<file path="src/rtl/memory_arbiter_pkg.sv">
// Shared encodings for the instruction/data memory arbiter: command, memory
// status, port status codes and arbiter FSM states.
package memory_arbiter_pkg;

    localparam logic [1:0] MEM_NOP   = 2'd0;
    localparam logic [1:0] MEM_READ  = 2'd1;
    localparam logic [1:0] MEM_WRITE = 2'd2;

    localparam logic [1:0] MEM_RESTING  = 2'd0;
    localparam logic [1:0] MEM_WORKING  = 2'd1;
    localparam logic [1:0] MEM_FINISHED = 2'd2;

    localparam logic [1:0] PORT_RESTING  = 2'd0;
    localparam logic [1:0] PORT_WORKING  = 2'd1;
    localparam logic [1:0] PORT_FINISHED = 2'd2;
    localparam logic [1:0] PORT_STALL    = 2'd3;

    localparam logic PORT_I = 1'b0;
    localparam logic PORT_D = 1'b1;

    typedef enum logic [1:0] {
        ST_IDLE  = 2'd0,
        ST_ISSUE = 2'd1,
        ST_WAIT  = 2'd2
    } arb_state_e;

    // Owner of an in-flight transaction reports WORKING; completion wins over
    // a fresh request for one cycle; anyone else just reflects its request.
    function automatic logic [1:0] port_status_next(input logic busy,
                                                    input logic done,
                                                    input logic [1:0] sig);
        if (busy) return PORT_WORKING;
        if (done) return PORT_FINISHED;
        if (sig != MEM_NOP) return PORT_STALL;
        return PORT_RESTING;
    endfunction

endpackage

</file>
<file path="src/rtl/memory_arbiter_rr_picker.sv">
// Two-way round-robin select: on a tie the port that did not win last time
// is chosen. Index 0 is the instruction port, 1 the data port.
module rr_picker_2 (
    input  logic [1:0] elig,
    input  logic       last_grant,
    output logic       grant_valid,
    output logic       grant_idx
);

    always_comb begin
        grant_valid = |elig;
        grant_idx   = (&elig) ? ~last_grant : elig[1];
    end

endmodule

</file>
<file path="src/rtl/memory_arbiter.sv">
// Shares one main-memory port between the instruction cache and the
// load/store unit, one outstanding transaction at a time.
//   state    | meaning
//   ST_IDLE  | no transaction; pick a requester when memory is resting
//   ST_ISSUE | command pulse on mem_vis_signal this cycle
//   ST_WAIT  | waiting for mem_status == MEM_FINISHED
module memory_arbiter
    import memory_arbiter_pkg::*;
#(
    parameter int ADDR_WIDTH = 17,
    parameter int LEN        = 32
) (
    input  logic                  clk,
    input  logic                  rst,
    input  logic [1:0]            i_signal,
    input  logic [ADDR_WIDTH-1:0] i_addr,
    output logic [LEN-1:0]        i_rdata,
    output logic [1:0]            i_status,
    input  logic [1:0]            d_signal,
    input  logic [ADDR_WIDTH-1:0] d_addr,
    input  logic [LEN-1:0]        d_wdata,
    output logic [LEN-1:0]        d_rdata,
    output logic [1:0]            d_status,
    output logic [1:0]            mem_vis_signal,
    output logic [ADDR_WIDTH-1:0] mem_vis_addr,
    output logic [LEN-1:0]        mem_write_data,
    input  logic [LEN-1:0]        mem_data,
    input  logic [1:0]            mem_status
);

    arb_state_e state;
    logic       last_grant;
    logic       owner;
    logic [1:0] op;

    logic elig_i, elig_d;
    logic grant_valid, grant_idx;
    logic grant_go, finish_go;
    logic busy_i, busy_d, done_i, done_d;

    // A port still showing FINISHED is not eligible, so its stale request
    // from the completion cycle cannot be granted a second time.
    assign elig_i = (i_signal != MEM_NOP) && (i_status != PORT_FINISHED);
    assign elig_d = (d_signal != MEM_NOP) && (d_status != PORT_FINISHED);

    rr_picker_2 u_picker (
        .elig        ({elig_d, elig_i}),
        .last_grant  (last_grant),
        .grant_valid (grant_valid),
        .grant_idx   (grant_idx)
    );

    assign grant_go  = (state == ST_IDLE) && (mem_status == MEM_RESTING) && grant_valid;
    assign finish_go = (state == ST_WAIT) && (mem_status == MEM_FINISHED);

    assign busy_i = grant_go ? (grant_idx == PORT_I)
                             : ((state != ST_IDLE) && (owner == PORT_I) && !finish_go);
    assign busy_d = grant_go ? (grant_idx == PORT_D)
                             : ((state != ST_IDLE) && (owner == PORT_D) && !finish_go);
    assign done_i = finish_go && (owner == PORT_I);
    assign done_d = finish_go && (owner == PORT_D);

    always_ff @(posedge clk) begin
        if (rst) begin
            state          <= ST_IDLE;
            last_grant     <= PORT_D;
            owner          <= PORT_I;
            op             <= MEM_NOP;
            mem_vis_signal <= MEM_NOP;
            mem_vis_addr   <= '0;
            mem_write_data <= '0;
            i_rdata        <= '0;
            d_rdata        <= '0;
            i_status       <= PORT_RESTING;
            d_status       <= PORT_RESTING;
        end else begin
            i_status <= port_status_next(busy_i, done_i, i_signal);
            d_status <= port_status_next(busy_d, done_d, d_signal);
            case (state)
                ST_IDLE: begin
                    if (grant_go) begin
                        state      <= ST_ISSUE;
                        owner      <= grant_idx;
                        last_grant <= grant_idx;
                        if (grant_idx == PORT_D) begin
                            op             <= d_signal;
                            mem_vis_signal <= d_signal;
                            mem_vis_addr   <= d_addr;
                            mem_write_data <= d_wdata;
                        end else begin
                            // instruction side only ever reads
                            op             <= MEM_READ;
                            mem_vis_signal <= MEM_READ;
                            mem_vis_addr   <= i_addr;
                        end
                    end
                end
                ST_ISSUE: begin
                    mem_vis_signal <= MEM_NOP;
                    state          <= ST_WAIT;
                end
                ST_WAIT: begin
                    if (finish_go) begin
                        state <= ST_IDLE;
                        if (op == MEM_READ) begin
                            if (owner == PORT_D) d_rdata <= mem_data;
                            else                 i_rdata <= mem_data;
                        end
                    end
                end
                default: begin
                    state          <= ST_IDLE;
                    mem_vis_signal <= MEM_NOP;
                end
            endcase
        end
    end

endmodule
</file>
<file path="config.mk">
export PLATFORM = sky130hd
export DESIGN_NAME = memory_arbiter
export DESIGN_NICKNAME = d
export VERILOG_FILES = /design/src/rtl/memory_arbiter_pkg.sv /design/src/rtl/memory_arbiter_rr_picker.sv /design/src/rtl/memory_arbiter.sv
export SDC_FILE = /design/constraint.sdc
export NUM_CORES = 1
export LEC_CHECK = 0
export BUFFER_PORTS_ARGS = -buffer_cell sky130_fd_sc_hd__clkbuf_2
export CAP_MARGIN = 20
export CORE_MARGIN = 1.5
export CORE_UTILIZATION = 48
export DETAILED_ROUTE_END_ITERATION = 6
export GPL_TIMING_DRIVEN = 1
export PLACE_DENSITY = 0.81
export SYNTH_ARGS = -nofsm -noshare
export SYNTH_HDL_FRONTEND = slang
export SYNTH_HIERARCHICAL = 1
export SYNTH_SLANG_ARGS = --single-unit
</file>
<file path="constraint.sdc">
create_clock -name clk -period 4.3 [get_ports clk]
set_input_delay 0.43 -clock clk [delete_from_list [all_inputs] [get_ports clk]]
set_output_delay 0.43 -clock clk [all_outputs]
set_load 0.01 [all_outputs]
</file>
* Word level (Yosys, flattened, before mapping)
Cells that the tools add are included.
** Cells by class
- Bitwise operators :: 4
- Reduce and logical (&&, ||, !) cells :: 25
- Equality and inequality tests :: 8
- Muxes and demuxes :: 40
** Operators by type and width (count)
- 2-bit 2-to-1 mux :: 16
- 1-bit 2-to-1 mux :: 21
- 17-bit 2-to-1 mux :: 1
- 1-bit logical AND :: 11
- 2-bit != test (second input constant) :: 4
- 2-bit AND reduction :: 4
- 4-bit AND reduction :: 2
- 2-bit case mux with 3 select lines :: 1
- 2-bit nonzero test :: 3
- 2-bit by 1-bit equality test with 1-bit output (second input constant) :: 2
- 2-bit equality test (second input constant) :: 2
- 2-bit logical NOT :: 2
- 1-bit inverter :: 4
- 2-bit case mux with 2 select lines :: 1
- 3-bit AND reduction :: 1
- 2-bit OR reduction :: 1
- 1-bit logical NOT :: 1
** Storage, ports and cells
- Flip-flop bits (word level) :: 125
- Logic and storage cells :: 88
- Bits of input ports :: 106
- Output and inout port bits :: 119

* Logic depth before layout (Yosys ltp)
Gate-level depths: netlist of the first run.
- Word-level depth :: 16
- Depth in mapped cells :: 8

* By module
Netlist of the first run, hierarchy kept.
** Modules (own cells, without submodules)
- memory_arbiter :: area each 5217.5 sq um, cells an instance 575, times used 1
- rr_picker_2 :: area each 13.8 sq um, cells an instance 2, times used 1

* Worst setup path after synthesis of the first run
OpenSTA, ideal clock, no wires.
- Path type :: input -> register
- Start :: input i_signal[1]
- End :: register mem_vis_addr[3]
- Slack :: 2.354 ns
- Buffers on the path :: 2
- Stages :: 8
- Arrival :: 1.875 ns
- Path through :: nor2_1 a21oi_1 or2_1 or4b_4 buf_6 buf_6 or3_1 a21oi_1
** On the way
- Cells in the longest elaborated chain, start to end :: 5
- Elaborated cells between the ends (all ways) :: 8
- Those cells by class :: mux (2); reduce/logical (6)
** RTL lines
- start, declared :: RTL line memory_arbiter.sv:15 : input logic [1:0] i_signal,
- 2-bit nonzero test :: RTL line memory_arbiter.sv:43 : assign elig_i = (i_signal != MEM_NOP) && (i_status != PORT_FINISHED);
- 1-bit logical AND :: RTL line memory_arbiter.sv:43
- net elig_i :: RTL line memory_arbiter.sv:36 : logic elig_i, elig_d;
- 2-bit OR reduction :: RTL line memory_arbiter_rr_picker.sv:11 : grant_valid = |elig;
- net grant_valid :: RTL line memory_arbiter.sv:37 : logic grant_valid, grant_idx;
- 1-bit logical AND :: RTL line memory_arbiter.sv:53 : assign grant_go = (state == ST_IDLE) && (mem_status == MEM_RESTING) && grant_valid;
- 2-bit AND reduction (no line)
- end signal, assigned :: RTL line memory_arbiter.sv:88 : mem_vis_addr <= d_addr;
- end signal, assigned :: RTL line memory_arbiter.sv:94 : mem_vis_addr <= i_addr;
- end, declared :: RTL line memory_arbiter.sv:25 : output logic [ADDR_WIDTH-1:0] mem_vis_addr,
The timed path passes the listed nets, and every way through them passes these cells.
A chain may end at the register's enable or synchronous reset.

* Final worst setup path of the first run
- Start :: register i_status[0]
- End :: register i_status[1]
** On the way
- Elaborated cells between the ends (all ways) :: 11
- Those cells by class :: eq/ne (1); mux (5); bitwise (1); reduce/logical (4)
** RTL lines
- start, declared :: RTL line memory_arbiter.sv:18 : output logic [1:0] i_status,
- start signal, assigned :: RTL line memory_arbiter.sv:77 : i_status <= port_status_next(busy_i, done_i, i_signal);
- 2-bit != test :: RTL line memory_arbiter.sv:43
- 1-bit logical AND :: RTL line memory_arbiter.sv:43
- net elig_i :: RTL line memory_arbiter.sv:36
- 2-bit OR reduction :: RTL line memory_arbiter_rr_picker.sv:11
- net grant_valid :: RTL line memory_arbiter.sv:37
- 1-bit logical AND :: RTL line memory_arbiter.sv:53
- 1-bit 2-to-1 mux :: RTL line memory_arbiter.sv:56 : assign busy_i = grant_go ? (grant_idx == PORT_I)
- 1-bit 2-to-1 mux :: RTL line memory_arbiter_pkg.sv:32 : if (busy) return PORT_WORKING;
- 1-bit 2-to-1 mux :: RTL line memory_arbiter.sv:64 : if (rst) begin
- 2-bit 2-to-1 mux :: RTL line memory_arbiter_pkg.sv:33 : if (done) return PORT_FINISHED;
The timed path passes the listed nets, and every way through them passes these cells. The select of a mux whose other input is x is not followed.

==> results of run 1 <==
metal layers:
| metal | track usage [%] | up-vias | wire length [um] |
|---|---|---|---|
| met4 | 11.6 | 0 | 254 |
| met1 | 31.4 | 2469 | 6170 |
| li1 | - | 2530 | - |
| met2 | 40.2 | 244 | 7080 |
| met5 | 0 | - | 0 |
| met3 | 8.29 | 23 | 1360 |
kinds of logic (layout without fill, tap and decap cells):
family	after synthesis	count (layout)
buf+inv	76	270
flops	125	125
mux	17	17
compound gates	187	187
simple gates	172	172
layout make-up:
type | instances | area (sq um)
multi-input cells | 376 | 2450
inverters | 5 | 18.8
clock buffers | 20 | 445
fillers | 884 | 3590
flip-flops and latches | 125 | 2500
repair buffers | 234 | 1210
clock inverters | 11 | 71.3
well taps | 136 | 170
registers in the layout (all words and copies together) (netlist names):
name            count
mem_write_data     32
mem_vis_addr       17
mem_vis_signal      2
state               2
last_grant          1
d_status            2
op                  2
i_rdata            32
i_status            2
owner               1
d_rdata            32
how the worst max path moves through the flow:
| stage | start | end | slack (ns) | cells after the start |
|---|---|---|---|---|
| 5_1_grt | d_status[0]$_SDFF_PP0_ | d_status[0]$_SDFF_PP0_ | 1.88 | 8 |
| 4_1_cts | i_status[0]$_SDFF_PP0_ | i_status[1]$_SDFF_PP0_ | 2.03 | 6 |
| 6_report | i_status[0]$_SDFF_PP0_ | i_status[1]$_SDFF_PP0_ | 2.01 | 6 |
| 2_1_floorplan | i_signal[1] | mem_vis_addr[3]$_SDFFE_PP0P_ | 2.35 | 8 |
| 3_5_place_dp | i_signal[1] | i_status[1]$_SDFF_PP0_ | 1.85 | 7 |
| 3_3_place_gp | i_signal[1] | i_status[1]$_SDFF_PP0_ | 1.90 | 7 |
critical path: cells and delay by family, from the launching register on:
family                 cells  cell delay (ns)
AO/OA/AOI/OAI              1             0.25
buffers and inverters      1             0.04
AND/OR/NAND/NOR            4             1.56
flip-flops                 1             0.32
cell usage in the layout (no fill, tap or decap), types with 2 or more instances in the layout:
cell type   instances
nor2_1              2
nand3_1            37
inv_2               2
a31o_1              2
buf_4               9
inv_1               3
a31o_2             62
clkinv_2            5
nor2b_1             4
o21ai_0            57
dfxtp_1           125
o22ai_1             2
clkinvlp_4          5
clkbuf_16          16
nor4_1             64
a21oi_1            58
nand2b_1           35
mux2i_1            17
clkbuf_2          223
or3_1              18
clkbuf_8            3
nand2_1             2
a31oi_1             2
cell usage after synthesis:
| cell | instances |
|---|---|
| a31o_1 | 2 |
| a31o_2 | 62 |
| nor2_1 | 2 |
| clkbuf_1 | 58 |
| nor4_1 | 64 |
| nand3_1 | 37 |
| o2111a_1 | 1 |
| or4b_4 | 1 |
| a31oi_1 | 2 |
| o21ai_0 | 57 |
| nor3_1 | 1 |
| buf_6 | 2 |
| and4_1 | 1 |
| o22ai_1 | 2 |
| buf_1 | 2 |
| dfxtp_1 | 125 |
| nor4b_2 | 1 |
| nand4bb_1 | 1 |
| or2_1 | 1 |
| nor2b_1 | 5 |
| buf_2 | 9 |
| or3_1 | 18 |
| a21oi_1 | 58 |
| a211o_1 | 1 |
| mux2i_1 | 17 |
| nand2b_1 | 36 |
| nand2_1 | 2 |
| a41oi_1 | 1 |
| a21boi_1 | 1 |
| inv_2 | 1 |
| and4bb_2 | 1 |
| nand3b_1 | 1 |
| inv_1 | 4 |
power by group:
group | switching, mW | internal (mW) | total, mW
clock | 0.504 | 0.728 | 1.23
combinational | 0.174 | 0.109 | 0.284
sequential | 0.0150 | 1.18 | 1.20
metrics by stage:
step,utilization [%],hold WS [ns]
finish,65.6,0.139
detailed placement,60.5,0.465
global placement,60.5,0.457
global route,65.6,0.130
CTS,65.5,0.115
floorplan,-,0.462
==> out/qor.csv, run 1 <==
metric,value,unit
nets,865,
Synth Area in Adders,0,%
Root Buffer,clkbuf_8,
Mapped Area,0.00523,sq mm
kind of critical path,reg -> reg,
Clock Sinks,125,
setup_tns,0,ns
WL per Instance,16.4,um
fmax,437,MHz
share of layout cells above drive strength 1,43.5,%
post-synthesis area per instance,9.07,sq um
num ports,225,
antenna violations before repair,0,
DRC,0,
min setup slack post-route,2.01,ns
startpoint type of the worst setup path,flip-flop,
CP Max Fanout,75,
Post-Route WL,14900,um
crit-path max cell delay,0.76,ns
worst-margin pin slew,0.963,ns
Clock Pin Slew Worst Setup and Hold Paths,0.06,ns
worst path required time,4.71,ns
via/cell ratio,5.81,
crit end category,flip-flop,
TritonCTS buffer count,17,
Max clock buf depth,2,
H-tree lvl count,4,
Hold Path Origin,d_wdata[12],
fin. max-slew vios,0,
Yosys warnings,6,
Worst VDD drop,0.000228,V
Min-Delay Path Depth,3,
crit path DAT,2.70,ns
xor and xnor fraction of the mapped netlist area,0,%
Buffers on Ports,224,
"Seq/Total Area, Yosys",47.8,%
grt ovf,0,
CTS tree,done,
detailed placement HPWL,9440,um
Final Setup Violations,0,
placed cell count,875,
max cap viols,0,
final worst path period share,53.2,%
largest cells by area after synthesis,"dfxtp_1 48%, a31o_2 10%, nor4_1 7.7%",
later-pin clock latency in the skew report,0.52,ns
drt initial violations,456,
Syn-to-layout area delta,31.3,%
row count,37,
Reg-to-Reg End,i_status[1]$_SDFF_PP0_,
Total GRT Usage,25.4,%
post-cts hold buffer count,0,
number of distinct library cells after synthesis,33,
design area,0.00687,sq mm
largest net degree at the start of global routing,91,
RSZ-0062 raised after global routing,false,
final hold violation count,0,
area of placed instances,0.00633,sq mm
Synth top area share,47.8,%
internal reg-to-reg setup slack,2.01,ns
post-route clock skew,0.00777,ns
global-route wire length before repair,23300,um
gp weighted congestion,0.781,
core area,0.0105,sq mm
Compound-Gate Fraction of Synth Area,22.9,%
CTS resizes,0,
Final Non-Filler Cells,907,
routed vias,5266,
Mapped Cells,577,
ANT cells,0,
DIE AREA,0.0115,sq mm
Tmin final,2.29,ns
R2R depth,6,
CP Cell Sequence,inv_1 -> a21oi_1 -> or2_1 -> or4b_4 -> or3_1 -> and4_1,
dpl ws,1.85,ns
Post-CTS Setup Bufs,0,
Pleak,2.91,nW
Die Ht,107,um
Slew HR,35.8,%
PwrDens,395,mW/mm^2
vias in the first global route,4881,
ANT nets after route,0,
die width,107,um
Seq cells post-synth,125,
Starting Density,50.0,%
multiplexer share of the synthesized area,3.25,%
Hold Path End,mem_write_data[12]$_SDFFE_PP0P_,
start of the worst register-to-register path,i_status[0]$_SDFF_PP0_,
Design Power,2.72,mW
worst hold path type,in -> reg,
outcome,"complete, no violations",
First-pass DRT Iterations,7,
slowest CP cell,or4b_4,
Post-Syn Nets,683,
main combinational cell family by area after synthesis,compound AO/OA/AOI/OAI gates,
cell taking the most area after synthesis,dfxtp_1,
Simple-Gate Fraction of Synth Area,20.1,%
Power figures use the tool's default switching activity.
==> inputs of run 2 (changes only) <==
ABC_AREA = 1   (was unset)
CORE_UTILIZATION = 43   (was 48)
PLACE_DENSITY = 0.77   (was 0.81)
clock period = 1.93 ns   (was 4.3 ns; I/O delays follow)
==> out/qor.csv, run 2 <==
metric,value,unit,change
"commonest non-fill, non-tap cell in the layout",clkbuf_2,,
final worst path period share,92.0,%,+39 points
Clock Pin Slew Worst Setup and Hold Paths,0.06,ns,about the same
"Seq/Total Area, Yosys",49.3,%,+1.5 points
M3 GR Usage,6.75,%,-1.5 points
placed cell count,1042,,+19%
worst hold path type,in -> reg,,
Die Ht,112,um,+3.9%
crit-path max cell delay,0.32,ns,-0.44 ns
First-pass DRT Iterations,4,,-3
worst path required time,2.21,ns,-2.50 ns
Max clock buf depth,2,,unchanged
CTS tree,done,,
grt ovf,0,,unchanged
DRC,0,,unchanged
Worst path most repeated cell,a21oi_1,,
row count,39,,+5.4%
setup_tns,0,ns,unchanged
PwrDens,960,mW/mm^2,+140%
Buffers on Ports,224,,unchanged
TritonCTS buffer count,17,,unchanged
"Buf+Inv Stages, Crit Path",4,,+3
min setup slack post-route,0.155,ns,-1.86 ns
Pleak,3.42,nW,+17%
fin. max-slew vios,0,,unchanged
Post-Route WL,13600,um,-8.7%
Synth top area share,49.3,%,+1.5 points
most frequent cells after synthesis,"202 x nor2_1, 125 x dfxtp_1, 120 x nand2_1",,
crit end category,flip-flop,,
cell taking the most area after synthesis,dfxtp_1,,
kind of critical path,reg -> reg,,
fmax,563,MHz,+29%
Post-CTS Setup Bufs,0,,unchanged
vias in the first global route,4774,,-2.2%
post-route clock skew,0.00955,ns,+0.00178 ns
nets,1024,,+18%
WL per Instance,12.6,um,-23%
CTS resizes,0,,unchanged
largest net degree at the start of global routing,73,,-20%
CP top delay family,buffers and inverters,,
global-route wire length before repair,22400,um,-3.7%
Seq cells post-synth,125,,unchanged
Post-Syn Nets,815,,+19%
largest cells by area after synthesis,"dfxtp_1 49%, nor2_1 15%, nand2_1 8.9%",,
Starting Density,44.2,%,-5.8 points
crit path DAT,2.05,ns,-0.65 ns
Worst VDD drop,0.000626,V,+170%
share of layout cells above drive strength 1,30.6,%,-13 points
number of synthesized flops with an enable pin,0,,unchanged
GRT busiest layer,met2,,
M1 GR Usage,27.3,%,-4.0 points
Yosys warnings,6,,unchanged
number of distinct library cells after synthesis,25,,-24%
slowest CP cell,dfxtp_1,,
post-synthesis area per instance,7.16,sq um,-21%
die width,112,um,+3.9%
Final Non-Filler Cells,1074,,+18%
later-pin clock latency in the skew report,0.40,ns,-0.12 ns
antenna violations before repair,0,,unchanged
routed vias,5173,,-1.8%
CP Max Fanout,19,,-75%
Global Route met2 Usage,36.5,%,-3.7 points
CP Cell Sequence,inv_1 -> a21oi_1 -> inv_1 -> a21oi_1 -> buf_4 -> inv_2 -> or2_2 -> nand3_1 -> a21oi_1,,
startpoint type of the worst setup path,flip-flop,,
detailed placement HPWL,9660,um,+2.3%
outcome,"complete, no violations",,
Tmin final,1.77,ns,-0.511 ns
Regs by FF count,"d_rdata (32), i_rdata (32), mem_write_data (32)",,
H-tree lvl count,4,,unchanged
Syn-to-layout area delta,35.8,%,
via/cell ratio,4.82,,-17%
Mapped Area,0.00507,sq mm,-3.0%
Root Buffer,clkbuf_16,,
Clock Sinks,125,,unchanged
ANT cells,0,,unchanged
core area,0.0115,sq mm,+9.6%
post-cts hold buffer count,0,,unchanged
dpl ws,0.111,ns,-1.74 ns
ANT nets after route,0,,unchanged
Final Setup Violations,0,,unchanged
drt initial violations,376,,-18%
Util after Layout,60.1,%,-5.6 points
Slew HR,62.4,%,+27 points
RSZ-0062 raised after global routing,true,,
fraction of registers with async set/reset,0,%,unchanged
worst-margin pin slew,0.563,ns,-0.399 ns
most frequent cells in the layout,"224 x clkbuf_2, 202 x nor2_1, 125 x dfxtp_1, 120 x nand2_1, 51 x o21ai_0",,
final hold violation count,0,,unchanged
num ports,225,,unchanged
Total GRT Usage,22.0,%,-3.4 points
Mapped Cells,709,,+23%
Synth Flop Type,dfxtp_1,,
gp weighted congestion,0.820,,+5.0%
max cap viols,0,,unchanged
DIE AREA,0.0125,sq mm,+8.0%
top-count cell post-synth,nor2_1,,
[run 2: cell count changes after synthesis, sizes merged, moves of 18 or more]
| cell | change |
|---|---|
| clkbuf | -40 |
| a21oi | -32 |
| inv | +47 |
| a31o | -64 |
| nor2 | +204 |
| nand2b | -36 |
| nand4 | +35 |
| or3 | -18 |
| nand2 | +120 |
| nor4 | -64 |
[run 2: report_power, final]
group | leakage [nW] | total [mW] | internal, mW | switching [mW]
clock network | 0.298 | 3.27 | 2.16 | 1.11
registers | 1.01 | 2.70 | 2.65 | 0.0417
logic | 2.11 | 0.643 | 0.259 | 0.383
total | 3.42 | 6.61 | 5.08 | 1.54
[run 2: path summary, 6_finish.rpt]
check,startpoint,end,slack (ns),cells after the start
worst max-delay path,d_status[0]$_SDFF_PP0_,mem_vis_signal[0]$_SDFFE_PP0P_,0.16,9
worst min-delay path,d_wdata[17],mem_write_data[17]$_SDFFE_PP0P_,0.04,3
worst max register to register,d_status[0]$_SDFF_PP0_,mem_vis_signal[0]$_SDFFE_PP0P_,0.16,9
worst min register to register,mem_vis_addr[13]$_SDFFE_PP0P_,mem_vis_addr[13]$_SDFFE_PP0P_,0.46,2
[run 2: cells by family after synthesis]
group	synth area share (%)
DFF	49.3
and+or+nand+nor	32.9
buffers and inverters	8.88
AOI/OAI and AO/OA	8.88
[run 2: worst reg2reg max path, delay by kind of cell (launching register included)]
| kind | cells | cell delay [ns] |
|---|---|---|
| compound gates | 3 | 0.45 |
| simple gates | 2 | 0.39 |
| buf+inv | 4 | 0.49 |
| flops | 1 | 0.32 |
[run 2: cell type report]
class                   count  area (sq um)
multi-input cells         484          2130
inverters                  52           198
well taps                 143           179
clock inverters            10           136
fillers                  1099          4580
repair buffers            238          1260
flip-flops and latches    125          2500
clock buffers              22           484
[run 2: per-layer routing]
layer	routed length (um)	vias to the layer above
li1	-	2667
met1	6000	2328
met2	6520	165
met3	894	13
met4	154	0
met5	0	-
[run 2: stage by stage]
stage,hold WS (ns),area (sq um),power [mW]
after floorplan,0.342,5070,3.12
after global placement,0.445,6270,3.39
after detailed placement,0.453,6270,3.40
after CTS,0.0275,6890,6.69
after global routing,0.0410,6890,6.90
final,0.0442,6890,6.61
==> inputs of run 3 (changes only) <==
CTS_BUF_LIST = sky130_fd_sc_hd__clkbuf_16   (was unset)
==> out/qor.csv, run 3 (synthesis gave the netlist of run 2 again) <==
metric,value,unit,change
Slew HR,61.2,%,-1.2 points
worst-margin pin slew,0.582,ns,+0.0183 ns
outcome,"complete, no violations",,
post-route clock skew,0.00594,ns,-0.00361 ns
"commonest non-fill, non-tap cell in the layout",clkbuf_2,,
critical path depth in cells,9,,unchanged
PwrDens,941,mW/mm^2,-1.9%
Min Hold Slack,0.0460,ns,+0.00185 ns
Starting Density,44.2,%,unchanged
largest net degree at the start of global routing,73,,unchanged
detailed placement HPWL,9660,um,unchanged
placed cell count,1042,,unchanged
kind of critical path,reg -> reg,,
Met3 Wirelength,1030,um,+15%
most frequent cells in the layout,"224 x clkbuf_2, 202 x nor2_1, 125 x dfxtp_1, 120 x nand2_1, 51 x o21ai_0",,
startpoint type of the worst setup path,flip-flop,,
CP top delay family,buffers and inverters,,
DR top layer,met4,,
WL per Instance,12.7,um,+0.17%
post-cts hold buffer count,0,,unchanged
Tmin final,1.78,ns,+0.00165 ns
worst hold path type,in -> reg,,
max cap viols,0,,unchanged
Die Ht,112,um,unchanged
grt ovf,0,,unchanged
gp weighted congestion,0.820,,unchanged
fin. max-slew vios,0,,unchanged
RSZ-0062 raised after global routing,true,,
Regs by FF count,"d_rdata (32), i_rdata (32), mem_write_data (32)",,
First-pass DRT Iterations,4,,unchanged
crit-path max cell delay,0.32,ns,about the same
R2R depth,9,,unchanged
fmax,563,MHz,about the same
Buffers on Ports,224,,unchanged
internal reg-to-reg setup slack,0.15,ns,about the same
CP Max Fanout,19,,unchanged
TritonCTS buffer count,17,,unchanged
crit path DAT,2.05,ns,about the same
row count,39,,unchanged
drt initial violations,424,,+13%
H-tree lvl count,4,,unchanged
Max clock buf depth,2,,unchanged
DRC,0,,unchanged
Final Setup Violations,0,,unchanged
num ports,225,,unchanged
crit end category,flip-flop,,
Clock Sinks,125,,unchanged
Worst VDD drop,0.000764,V,+22%
share of layout cells above drive strength 1,30.2,%,-0.43 points
ANT cells,0,,unchanged
later-pin clock latency in the skew report,0.40,ns,about the same
CTS tree,done,,
final hold violation count,0,,unchanged
slowest CP cell,dfxtp_1,,
DIE AREA,0.0125,sq mm,unchanged
"Buf+Inv Stages, Crit Path",4,,unchanged
global-route wire length before repair,22400,um,about the same
via/cell ratio,4.85,,+0.62%
die width,112,um,unchanged
Final Non-Filler Cells,1074,,unchanged
antenna violations before repair,0,,unchanged
Pleak,3.40,nW,-0.54%
ANT nets after route,0,,unchanged
Util after Layout,59.7,%,-0.35 points
Post-Route WL,13600,um,+0.17%
Clock Pin Slew Worst Setup and Hold Paths,0.05,ns,about the same
nets,1024,,unchanged
Post-CTS Setup Bufs,0,,unchanged
Total GRT Usage,22.0,%,about the same
Syn-to-layout area delta,35.0,%,
M1 WL,5920,um,-1.4%
final worst path period share,92.1,%,about the same
routed vias,5205,,+0.62%
WL met2,6470,um,-0.69%
Fill cells,1111,,+1.1%
Min-Delay Path Depth,3,,unchanged
setup_tns,0,ns,unchanged
Root Buffer,clkbuf_16,,
core area,0.0115,sq mm,unchanged
Worst path most repeated cell,a21oi_1,,
CP Cell Sequence,inv_1 -> a21oi_1 -> inv_1 -> a21oi_1 -> buf_4 -> inv_2 -> or2_2 -> nand3_1 -> a21oi_1,,
vias in the first global route,4792,,+0.38%
worst path required time,2.21,ns,about the same
[run 3: cell count changes in the layout (fill, tap and decap cells not counted)]
cell and delta:
clkbuf_8 -4, clkinv_1 +4, clkbuf_1 -1, inv_1 +1
[run 3: through the flow]
stage / setup slack [ns] / total power [mW] / cell area, sq um
3_3_place_gp: 0.227 / 3.39 / 6270
6_report: 0.153 / 6.45 / 6850
2_1_floorplan: 0.327 / 3.12 / 5070
4_1_cts: 0.0886 / 6.52 / 6850
3_5_place_dp: 0.111 / 3.40 / 6270
5_1_grt: -0.0260 / 6.73 / 6850
[run 3: worst min-delay path, delay by kind of cell]
kind / cells / cell delay, ns
buffers and inverters: 1 / 0.07
AOI/OAI and AO/OA: 1 / 0.07
and+or+nand+nor: 1 / 0.07
[run 3: routing by layer]
layer / GRT usage (%) / vias to the layer above
met2: 36.5 / 186
met3: 6.75 / 15
met4: 7.26 / 0
li1: - / 2668
met5: 0 / -
met1: 27.3 / 2336
[run 3: report_power, final]
group	switching (mW)	total, mW	internal, mW
sequential	0.0414	2.70	2.65
combinational	0.385	0.644	0.259
clock	1.11	3.11	2.00
[run 3: final timing paths]
path	endpoint	startpoint
hold / removal	mem_write_data[15]$_SDFFE_PP0P_	d_wdata[15]
setup / recovery	mem_vis_signal[0]$_SDFFE_PP0P_	d_status[0]$_SDFF_PP0_
hold reg to reg	mem_vis_addr[13]$_SDFFE_PP0P_	mem_vis_addr[13]$_SDFFE_PP0P_
setup reg to reg	mem_vis_signal[0]$_SDFFE_PP0P_	d_status[0]$_SDFF_PP0_
[run 3: cell type report]
| cell class | count | area [sq um] | share of cell area [%] |
|---|---|---|---|
| well taps | 143 | 179 | 2.61 |
| clock inverters | 15 | 155 | 2.27 |
| inverters | 52 | 198 | 2.89 |
| repair buffers | 238 | 1260 | 18.5 |
| flip-flops and latches | 125 | 2500 | 36.5 |
| clock buffers | 17 | 425 | 6.21 |
| multi-input cells | 484 | 2130 | 31.0 |
[run 3: timing repair]
item | CTS | global route
hold endpoints to repair | 0 | 0
endpoints found under the setup margin | 0 | 41
gates resized for setup | 0 | 2
